$ cat src/rtl/uart_rx_frame_pkg.sv
// uart_pkg: shared definitions for the UART receive path.
//   - parity mode encodings
//   - receive FSM state encoding
//   - cycles_per_bit(): bit period in clk cycles
package uart_pkg;

    localparam int PARITY_NONE = 0;
    localparam int PARITY_EVEN = 1;
    localparam int PARITY_ODD  = 2;

    typedef enum logic [2:0] {
        ST_IDLE,
        ST_START,
        ST_DATA,
        ST_PARITY,
        ST_STOP,
        ST_WAIT_IDLE
    } state_t;

    function automatic int cycles_per_bit(input int clk_hz, input int bit_rate);
        return clk_hz / bit_rate;
    endfunction

endpackage

$ cat src/rtl/uart_rx_frame_sampler.sv
// uart_rx_sampler: line conditioning and bit recovery for the UART receiver.
//   clk, reset : system clock, async active-high reset
//   rxd        : raw serial input (asynchronous)
//   clear      : restart the bit timer at 0 (start edge seen)
//   rxd_s      : synchronised line
//   fall_edge  : rxd_s went 1 -> 0 this cycle
//   bit_done   : strobe on the cycle the mid-bit vote resolves
//   bit_val    : majority of the three mid-bit samples (valid with bit_done)
module uart_rx_sampler #(
    parameter int CYCLES_PER_BIT = 50
) (
    input  logic clk,
    input  logic reset,
    input  logic rxd,
    input  logic clear,
    output logic rxd_s,
    output logic fall_edge,
    output logic bit_done,
    output logic bit_val
);

    localparam int TW = $clog2(CYCLES_PER_BIT);
    localparam int M  = CYCLES_PER_BIT / 2;
    localparam logic [TW-1:0] T_LAST = TW'(CYCLES_PER_BIT - 1);
    localparam logic [TW-1:0] T_S0   = TW'(M - 1);
    localparam logic [TW-1:0] T_S1   = TW'(M);
    localparam logic [TW-1:0] T_S2   = TW'(M + 1);

    logic          sync1, sync2, rxd_q;
    logic [TW-1:0] timer;
    logic          s0, s1;

    always_ff @(posedge clk or posedge reset) begin
        if (reset) begin
            sync1 <= 1'b1;
            sync2 <= 1'b1;
            rxd_q <= 1'b1;
            timer <= '0;
            s0    <= 1'b1;
            s1    <= 1'b1;
        end else begin
            sync1 <= rxd;
            sync2 <= sync1;
            rxd_q <= sync2;
            if (clear || timer == T_LAST)
                timer <= '0;
            else
                timer <= timer + 1'b1;
            if (timer == T_S0) s0 <= sync2;
            if (timer == T_S1) s1 <= sync2;
        end
    end

    assign rxd_s     = sync2;
    assign fall_edge = rxd_q & ~sync2;
    // Third sample is the live line on the resolve cycle, so the vote is
    // available without an extra register stage.
    assign bit_done  = (timer == T_S2);
    assign bit_val   = (s0 & s1) | (s0 & sync2) | (s1 & sync2);

endmodule

$ cat src/rtl/uart_rx_frame.sv
// uart_rx_frame: parametrised UART receiver with ready/valid output.
//   clk, reset      : system clock, async active-high reset
//   uart_rxd        : serial input
//   uart_rx_en      : receive enable (low abandons any frame in progress)
//   uart_rx_ready   : consumer accepts the held word
//   uart_rx_valid   : word + status held for the consumer
//   uart_rx_data    : received word, first bit on the line at LSB
//   uart_rx_perr    : parity error
//   uart_rx_ferr    : a stop bit sampled 0
//   uart_rx_break   : data, parity and stop all 0
//   uart_rx_overrun : 1-cycle pulse when a finished frame is dropped
//   uart_rx_busy    : FSM outside IDLE
module uart_rx_frame
    import uart_pkg::*;
#(
    parameter int BIT_RATE     = 9600,
    parameter int CLK_HZ       = 50000000,
    parameter int PAYLOAD_BITS = 8,
    parameter int PARITY       = 0,
    parameter int STOP_BITS    = 1
) (
    input  logic                    clk,
    input  logic                    reset,
    input  logic                    uart_rxd,
    input  logic                    uart_rx_en,
    input  logic                    uart_rx_ready,
    output logic                    uart_rx_valid,
    output logic [PAYLOAD_BITS-1:0] uart_rx_data,
    output logic                    uart_rx_perr,
    output logic                    uart_rx_ferr,
    output logic                    uart_rx_break,
    output logic                    uart_rx_overrun,
    output logic                    uart_rx_busy
);

    localparam int CPB = cycles_per_bit(CLK_HZ, BIT_RATE);
    localparam logic [3:0] LAST_DATA = 4'(PAYLOAD_BITS - 1);
    localparam logic [3:0] LAST_STOP = 4'(STOP_BITS - 1);

    logic rxd_s, fall_edge, bit_done, bit_val, timer_clr;

    uart_rx_sampler #(.CYCLES_PER_BIT(CPB)) u_sampler (
        .clk       (clk),
        .reset     (reset),
        .rxd       (uart_rxd),
        .clear     (timer_clr),
        .rxd_s     (rxd_s),
        .fall_edge (fall_edge),
        .bit_done  (bit_done),
        .bit_val   (bit_val)
    );

    state_t                  state, next_state;
    logic [3:0]              bit_cnt;
    logic [PAYLOAD_BITS-1:0] shreg;
    logic                    perr_q, ferr_q, any_one;
    logic                    frame_done, ferr_now, brk_now;

    always_ff @(posedge clk or posedge reset) begin
        if (reset) state <= ST_IDLE;
        else       state <= next_state;
    end

    always_comb begin
        next_state = state;
        timer_clr  = 1'b0;
        frame_done = 1'b0;
        // Status as it stands with the current (last) stop bit folded in.
        ferr_now   = ferr_q | ~bit_val;
        brk_now    = ~any_one & ~bit_val;
        if (!uart_rx_en) begin
            next_state = ST_IDLE;
        end else begin
            case (state)
                ST_IDLE: if (fall_edge) begin
                    timer_clr  = 1'b1;
                    next_state = ST_START;
                end
                ST_START: if (bit_done)
                    next_state = bit_val ? ST_IDLE : ST_DATA;
                ST_DATA: if (bit_done && bit_cnt == LAST_DATA)
                    next_state = (PARITY != PARITY_NONE) ? ST_PARITY : ST_STOP;
                ST_PARITY: if (bit_done)
                    next_state = ST_STOP;
                ST_STOP: if (bit_done && bit_cnt == LAST_STOP) begin
                    frame_done = 1'b1;
                    // Break always implies ferr, so one test covers both.
                    next_state = ferr_now ? ST_WAIT_IDLE : ST_IDLE;
                end
                ST_WAIT_IDLE: if (rxd_s)
                    next_state = ST_IDLE;
                default: next_state = ST_IDLE;
            endcase
        end
    end

    // Frame datapath: bit counter restarts on every state change.
    always_ff @(posedge clk or posedge reset) begin
        if (reset) begin
            bit_cnt <= '0;
            shreg   <= '0;
            perr_q  <= 1'b0;
            ferr_q  <= 1'b0;
            any_one <= 1'b0;
        end else begin
            if (next_state != state) bit_cnt <= '0;
            else if (bit_done)       bit_cnt <= bit_cnt + 1'b1;
            if (state == ST_IDLE) begin
                perr_q  <= 1'b0;
                ferr_q  <= 1'b0;
                any_one <= 1'b0;
            end
            if (bit_done) begin
                case (state)
                    ST_DATA: begin
                        shreg   <= {bit_val, shreg[PAYLOAD_BITS-1:1]};
                        any_one <= any_one | bit_val;
                    end
                    ST_PARITY: begin
                        perr_q  <= (PARITY == PARITY_ODD) ? ~(^shreg ^ bit_val)
                                                          :  (^shreg ^ bit_val);
                        any_one <= any_one | bit_val;
                    end
                    ST_STOP: begin
                        ferr_q  <= ferr_q | ~bit_val;
                        any_one <= any_one | bit_val;
                    end
                    default: ;
                endcase
            end
        end
    end

    // Output holding register with ready/valid handshake.
    always_ff @(posedge clk or posedge reset) begin
        if (reset) begin
            uart_rx_valid   <= 1'b0;
            uart_rx_data    <= '0;
            uart_rx_perr    <= 1'b0;
            uart_rx_ferr    <= 1'b0;
            uart_rx_break   <= 1'b0;
            uart_rx_overrun <= 1'b0;
        end else begin
            uart_rx_overrun <= 1'b0;
            if (frame_done) begin
                if (!uart_rx_valid || uart_rx_ready) begin
                    uart_rx_valid <= 1'b1;
                    uart_rx_data  <= shreg;
                    uart_rx_perr  <= perr_q;
                    uart_rx_ferr  <= ferr_now;
                    uart_rx_break <= brk_now;
                end else begin
                    uart_rx_overrun <= 1'b1;
                end
            end else if (uart_rx_valid && uart_rx_ready) begin
                uart_rx_valid <= 1'b0;
            end
        end
    end

    assign uart_rx_busy = (state != ST_IDLE);

endmodule

$ cat config.mk
export PLATFORM = sky130hd
export DESIGN_NAME = uart_rx_frame
export DESIGN_NICKNAME = d
export VERILOG_FILES = /design/src/rtl/uart_rx_frame_pkg.sv /design/src/rtl/uart_rx_frame_sampler.sv /design/src/rtl/uart_rx_frame.sv
export SDC_FILE = /design/constraint.sdc
export NUM_CORES = 1
export LEC_CHECK = 0
export CAP_MARGIN = 15
export CORE_MARGIN = 4
export CORE_UTILIZATION = 45
export CTS_CLUSTER_SIZE = 8
export DETAILED_ROUTE_END_ITERATION = 8
export DONT_BUFFER_PORTS = 1
export GPL_TIMING_DRIVEN = 1
export SYNTH_ARGS = -nofsm -noshare
export SYNTH_HDL_FRONTEND = slang
export SYNTH_HIERARCHICAL = 1
export SYNTH_SLANG_ARGS = --single-unit
$ cat constraint.sdc
create_clock -name clk -period 4.3 [get_ports clk]
set_clock_uncertainty 0.15 [all_clocks]
set_input_delay 0.86 -clock clk [delete_from_list [all_inputs] [get_ports clk]]
set_output_delay 0.86 -clock clk [all_outputs]
set_load 0.005 [all_outputs]
==> out/results.ini, run 1 <==
[detailed_routing]
drc = 0
ant_nets = 0
vias_per_cell = 5.59
vias = 1687
drt-total-wl_um = 4510
drt_iter0_drc = 107
wl_per_cell_um = 14.9
first_pass_iters = 4

[pwr]
swShare_pct = 28.0
power_switching_uw = 246
leakage_nw = 1.21
totalPowerFinal_uw = 880
p_int_uw = 634
irDropWorstVdd_uv = 166
sequentialPowerShare_pct = 59.7
comb_power_share_pct = 10.1
p_per_area_nw_per_um2 = 332
p_clk_share_pct = 30.2

[die]
die_w_um = 83.1
die-height_um = 83.1
row_count = 27
die_area_um2 = 6900
io_pins = 19
core-area_um2 = 5470
initial_utilization_pct = 46.3

[run]
drv_cap = 0

[clock_tree]
worstSkewPairLatency_ns = 0.30
hold_buffers = 0
cts_max_level = 2
cts_root_buf = clkbuf_8
cts_max_path_buffers = 2
cts.reportedPaths.clkPinSlew_ns = 0.09
cts.sinks = 49
cts-resized-gates = 0
postCtsSetupRepairBufs = 0
cts_buffers = 5
cts_tree = built

[status]
status = complete, no violations

[logic_synthesis]
synth_top_family_by_area = simple AND/OR/NAND/NOR gates
ys_warn_count = 6
synthMuxAreaShare_pct = 8.44
ys_seq_elements = 49
yosys_most_used_dff = dfrtp_1
synth_fa_ha_area_share_pct = 2.86
synth_edf_count = 0
synth_xor_area_share_pct = 5.48
yosys.area_share.simple_pct = 20.2
syn_area_per_cell_um2 = 11.0
synth_compound_area_share_pct = 9.82
yosysUniqueCellTypes = 56
synthArstFlopShare_pct = 100
netlist_instances = 230
synth_area_um2 = 2540
synth_nets = 240
ys_seq_area_share_pct = 48.6

[finish]
syn2layout_area_growth_pct = 4.69
final_cells = 302
fin_nets = 239
final_cell_mix = dfrtp_1 (44), mux2_1 (19), nand2_1 (18), a21oi_1 (13)
fillCellCount = 504
fin_area_um2 = 2660
diodes = 0
drive_gt1_share_pct = 10.9
final_common_cell = dfrtp_1

[timing]
max-slew-margin-rel_pct = 54.0
finalSetupTns_ns = 0
hold_slack_ns = 0.212
setup_viol = 0
max_slew.worst_pin.slew_ns = 0.690
fmax_mhz = 357
hold_viol_final = 0
timing.final.crit_share_pct = 65.1
drv_slew = 0
fin_crit_ns = 2.80
rsz0062_at_grt = false

[critical_path]
path_class = reg -> reg
cp_max_fo = 14
crit_top_cell = nor3_1
path_cells = nor4b_2, nand2_1, nor3_1, buf_4, nand4b_1, or4_4, a31oi_4, xor2_2, nor3_1
required_ns = 4.33
crit_path_end_kind = flop
cpMaxStageDelayCell = dfrtp_1
critPathMaxStageDelay_ns = 0.47
rrSetupSlack_ns = 1.50
startpoint_type = flop
cp.arrival_ns = 2.83

[placed_design]
placed_cells = 294
place.gp.congestion = 0.838
place_area_um2 = 2570
place.detailed.hpwl_um = 3190
port_buffers = 0

[global_route]
track_usage_pct = 14.2
grt_overflow = 0
grt_pass1_wl_um = 8020
grt_pass1_vias = 1631
grt_max_degree = 32
antenna_found_initial = 0

[min_path]
hold_path_class = reg -> reg

stage by stage:
stage / util (%) / setup WS, ns
finish: 48.5 / 1.50
global route: 48.5 / 1.32
floorplan: - / 1.70
global placement: 46.9 / 1.59
detailed placement: 46.9 / 1.51
CTS: 48.5 / 1.50
cell usage after synthesis, drive strengths merged (2+ instances only):
| library cell | number | area (µm²) |
|---|---|---|
| and2b | 2 | 16.3 |
| nor4bb | 2 | 20.0 |
| xor2 | 4 | 42.6 |
| mux2 | 19 | 214 |
| o31ai | 5 | 37.5 |
| dfrtp | 44 | 1100 |
| nand2 | 18 | 67.6 |
| buf | 8 | 63.8 |
| xnor2 | 11 | 96.3 |
| or4 | 6 | 48.8 |
| nand3 | 5 | 30.0 |
| or3 | 5 | 31.3 |
| clkbuf | 2 | 8.75 |
| nand4b | 3 | 26.3 |
| inv | 12 | 45.0 |
| a21oi | 13 | 65.1 |
| nor2 | 11 | 41.3 |
| nor3b | 2 | 20.0 |
| nor2b | 3 | 18.8 |
| and3 | 3 | 18.8 |
| nor3 | 6 | 30.0 |
| dfstp | 5 | 131 |
| a31oi | 3 | 33.8 |
| o21ai | 9 | 45.0 |
| and3b | 2 | 17.5 |
| nand2b | 2 | 12.5 |
| ha | 5 | 62.6 |
| nand4 | 6 | 58.8 |
path summary, 6_finish.rpt:
check	to	cells past startpoint	from
worst max register to register	bit_cnt[1]	9	u_sampler/timer[4]
worst min register to register	u_sampler/rxd_s	0	u_sampler/sync1
worst min-delay path	u_sampler/rxd_s	0	u_sampler/sync1
max in group asynchronous	u_sampler/timer[6]	1	reset
worst max-delay path	bit_cnt[1]	9	u_sampler/timer[4]
min in group asynchronous	shreg[2]	2	reset
cells by family after synthesis:
kind of cell / Yosys count
flip-flops: 49
buffers and inverters: 22
AND/OR/NAND/NOR: 81
AO/OA/AOI/OAI: 38
XOR/XNOR: 15
multiplexers: 19
adder cells (fa/ha/maj): 6
registers in the layout (all words and copies together) (netlist names), 3 cells and up:
| name | flops |
|---|---|
| bit_cnt | 4 |
| shreg | 8 |
| uart_rx_data | 8 |
| state | 3 |
| u_sampler/timer | 13 |
routing by layer:
metal | global-route usage [%] | up-vias | part of all wire, %
li1 | - | 814 | -
met1 | 18.9 | 821 | 48
met2 | 21.4 | 43 | 46
met3 | 3.37 | 9 | 4.5
met4 | 7.13 | 0 | 1.8
met5 | 0 | - | 0
worst max-delay path, delay by kind of cell, from the launching register on:
family          cells  cell delay, ns
compound gates      1            0.22
simple gates        6            1.38
flops               1            0.47
buf+inv             1            0.22
xor+xnor            1            0.24
area by class of cell:
cell class / count / area, µm² / share of cell area [%]
Timing Repair Buffer: 2 / 15.0 / 0.566
Tap cell: 72 / 90.1 / 3.39
Clock inverter: 3 / 17.5 / 0.660
Inverter: 12 / 45.0 / 1.70
Clock buffer: 5 / 68.8 / 2.59
Sequential cell: 49 / 1230 / 46.4
Multi-Input combinational cell: 159 / 1190 / 44.7
power groups by stage:
| stage | Sequential, mW | Combinational, mW | Clock, mW |
|---|---|---|---|
| after floorplan | 0.520 | 0.0875 | 0 |
| after global routing | 0.533 | 0.102 | 0.307 |
| after detailed placement | 0.535 | 0.0912 | 0 |
| after global placement | 0.534 | 0.0876 | 0 |
| after CTS | 0.526 | 0.0914 | 0.277 |
| final | 0.526 | 0.0886 | 0.266 |
Power figures use the tool's default switching activity.
==> run 2, diff against run 1 <==
--- a/config.mk
+++ b/config.mk
@@ -5,6 +5,7 @@
 export SDC_FILE = /design/constraint.sdc
 export NUM_CORES = 1
 export LEC_CHECK = 0
+export ABC_AREA = 1
 export CAP_MARGIN = 15
 export CORE_MARGIN = 4
 export CORE_UTILIZATION = 45
==> constraint.sdc (replaced) <==
create_clock -name clk -period 2.67 [get_ports clk]
set_clock_uncertainty 0.15 [all_clocks]
set_input_delay 0.534 -clock clk [delete_from_list [all_inputs] [get_ports clk]]
set_output_delay 0.534 -clock clk [all_outputs]
set_load 0.005 [all_outputs]
==> run 2 against run 1 <==
Fmax grew 24%. Non-clock buffer count grew 2. Critical path type unchanged. Clock power grew 110%. Largest power group unchanged. Final cell count grew 36%. Via count grew 15%. Area after synthesis grew 3.1%. Wire length grew 2.9%.
==> out/results.ini, run 2 <==
[status]
status = complete, no violations

[placed_design]
place.detailed.hpwl_um = 3520
place.gp.congestion = 0.862
pre_cts_ws_ns = 0.289
port_buffers = 0

[clock_tree]
cts_root_buf = clkbuf_8
cts_max_path_buffers = 2
worstSkewPairLatency_ns = 0.30
cts.sinks = 49
cts_buffers = 5
cts_tree = built
cts_max_level = 2
cts.reportedPaths.clkPinSlew_ns = 0.09

[pwr]
irDropWorstVdd_uv = 371
leakage_nw = 1.36
p_per_area_nw_per_um2 = 562

[logic_synthesis]
yosys-top-cells-count = nand2_1 (96), inv_1 (45), dfrtp_1 (44), nor2_1 (42)
synth_xor_area_share_pct = 4.35
synth_nets = 343
netlist_instances = 333
ys_warn_count = 6
synthMuxAreaShare_pct = 1.15
ys_seq_elements = 49
yosysUniqueCellTypes = 29
synth_fa_ha_area_share_pct = 2.78
synthTopCellsByArea = dfrtp_1 (42%), nand2_1 (14%), inv_1 (6.5%)
synth_top_area_cell = dfrtp_1
synth_top_area_share_pct = 42.1
syn_area_per_cell_um2 = 7.85
synth_top_family_by_area = simple AND/OR/NAND/NOR gates
ys_seq_area_share_pct = 47.1
synth_compound_area_share_pct = 5.26
synthArstFlopShare_pct = 100
yosys.area_share.simple_pct = 30.4
synth_area_um2 = 2620
synth_edf_count = 0
yosysMostFrequentCell = nand2_1
yosys_most_used_dff = dfrtp_1

[finish]
fin_nets = 348
reg.largest.list = u_sampler/timer (13), shreg (8), uart_rx_data (8)
syn2layout_area_growth_pct = 7.51
final_common_cell = nand2_1
largest_register = u_sampler/timer
diodes = 0
final_cell_mix = nand2_1 (96), inv_1 (45), dfrtp_1 (44), nor2_1 (42)
fillCellCount = 555
largest_reg_flops = 13
drive_gt1_share_pct = 11.5

[detailed_routing]
drc = 0
vias_per_cell = 4.74
ant_nets = 0
wl_per_cell_um = 11.3
drt_iter0_drc = 108
first_pass_iters = 4
vias = 1948
drt-total-wl_um = 4640

[timing]
rsz0062_at_grt = false
finalSetupTns_ns = 0
hold_slack_ns = 0.0397
timing.final.crit_share_pct = 84.4
setup_viol = 0
max_slew.worst_pin.slew_ns = 0.706
setup_ws_ns = 0.418
max-slew-margin-rel_pct = 52.8
drv_slew = 0
fmax_mhz = 444
fin_crit_ns = 2.25
hold_viol_final = 0

[die]
core-area_um2 = 5570
die_w_um = 84.2
initial_utilization_pct = 46.9
die_area_um2 = 7090
io_pins = 19
row_count = 27
die-height_um = 84.2

[global_route]
grt_overflow = 0
grt_pass1_vias = 1882
grt_pass1_wl_um = 8710
antenna_found_initial = 0
grt_max_degree = 32
track_usage_pct = 14.7

[min_path]
hold_path_class = in -> async

[critical_path]
path_class = reg -> reg
required_ns = 2.71
startpoint_type = flop
cp_max_fo = 11
cp.arrival_ns = 2.29
crit_path_end_kind = flop

[run]
drv_cap = 0

[run 2: cell families (layout without fill, tap and decap cells)]
family	Yosys count	after routing
mux	2	2
buf+inv	56	62
simple gates	181	181
fa+ha+maj	6	6
compound gates	26	26
flops	49	49
xor+xnor	13	13
[run 2: area by class of cell]
cell class	count	area [µm²]	share of cell area, %
Clock buffer	7	86.3	3.07
Clock inverter	1	30.0	1.07
Inverter	50	188	6.68
Multi-Input combinational cell	228	1150	41.1
Sequential cell	49	1230	43.8
Tap cell	72	90.1	3.20
Timing Repair Buffer	4	30.0	1.07
[run 2: stage by stage]
stage / power [mW] / util (%) / std cells / instance area (µm²)
after floorplan: 1.02 / - / 333 / 2620
after global placement: 1.05 / 48.3 / 403 / 2690
after detailed placement: 1.05 / 48.3 / 403 / 2690
after CTS: 1.60 / 50.3 / 411 / 2810
after global routing: 1.68 / 50.4 / 411 / 2810
final: 1.58 / 50.4 / 411 / 2810
[run 2: where the power goes]
group          switching [mW]  internal (mW)  leakage [nW]
combinational           0.114         0.0700         0.654
sequential             0.0617          0.789         0.649
clock                   0.240          0.306        0.0585
total                   0.415           1.16          1.36
[run 2: what timing repair did]
action / in CTS / in global routing
setup buffers: 0 / 0
setup endpoints to repair: 0 / 12
gates resized for setup: 0 / 1
hold buffers: 0 / 0
[run 2: path summary, 6_finish.rpt]
| check | startpoint | to | slack, ns | depth (start not counted) |
|---|---|---|---|---|
| worst max-delay path | u_sampler/timer[10] | uart_rx_break | 0.42 | 12 |
| worst min-delay path | reset | uart_rx_data[1] | 0.04 | 2 |
| worst max register to register | u_sampler/timer[10] | uart_rx_break | 0.42 | 12 |
| worst min register to register | u_sampler/sync1 | u_sampler/rxd_s | 0.21 | 0 |
| max in group asynchronous | reset | u_sampler/timer[10] | 1.85 | 1 |
| min in group clk | uart_rxd | u_sampler/sync1 | 0.07 | 0 |
[run 2: per-layer routing]
layer / up-vias / global-route usage, % / share of wire, %
li1: 1035 / - / -
met1: 869 / 20.1 / 48
met2: 39 / 23.0 / 45
met3: 5 / 4.32 / 5.5
met4: 0 / 3.51 / 1.2
met5: - / 0 / 0
[run 2: worst max-delay path, stage by stage (launching register included)]
cell	delay, ns
dfrtp_1	0.42
inv_1	0.11
nand3_1	0.09
nor3_2	0.14
nor3b_2	0.23
nand2_1	0.09
inv_1	0.08
nand2_1	0.10
nor3_4	0.20
nand2_2	0.19
buf_4	0.22
nand2_1	0.07
o31ai_1	0.06
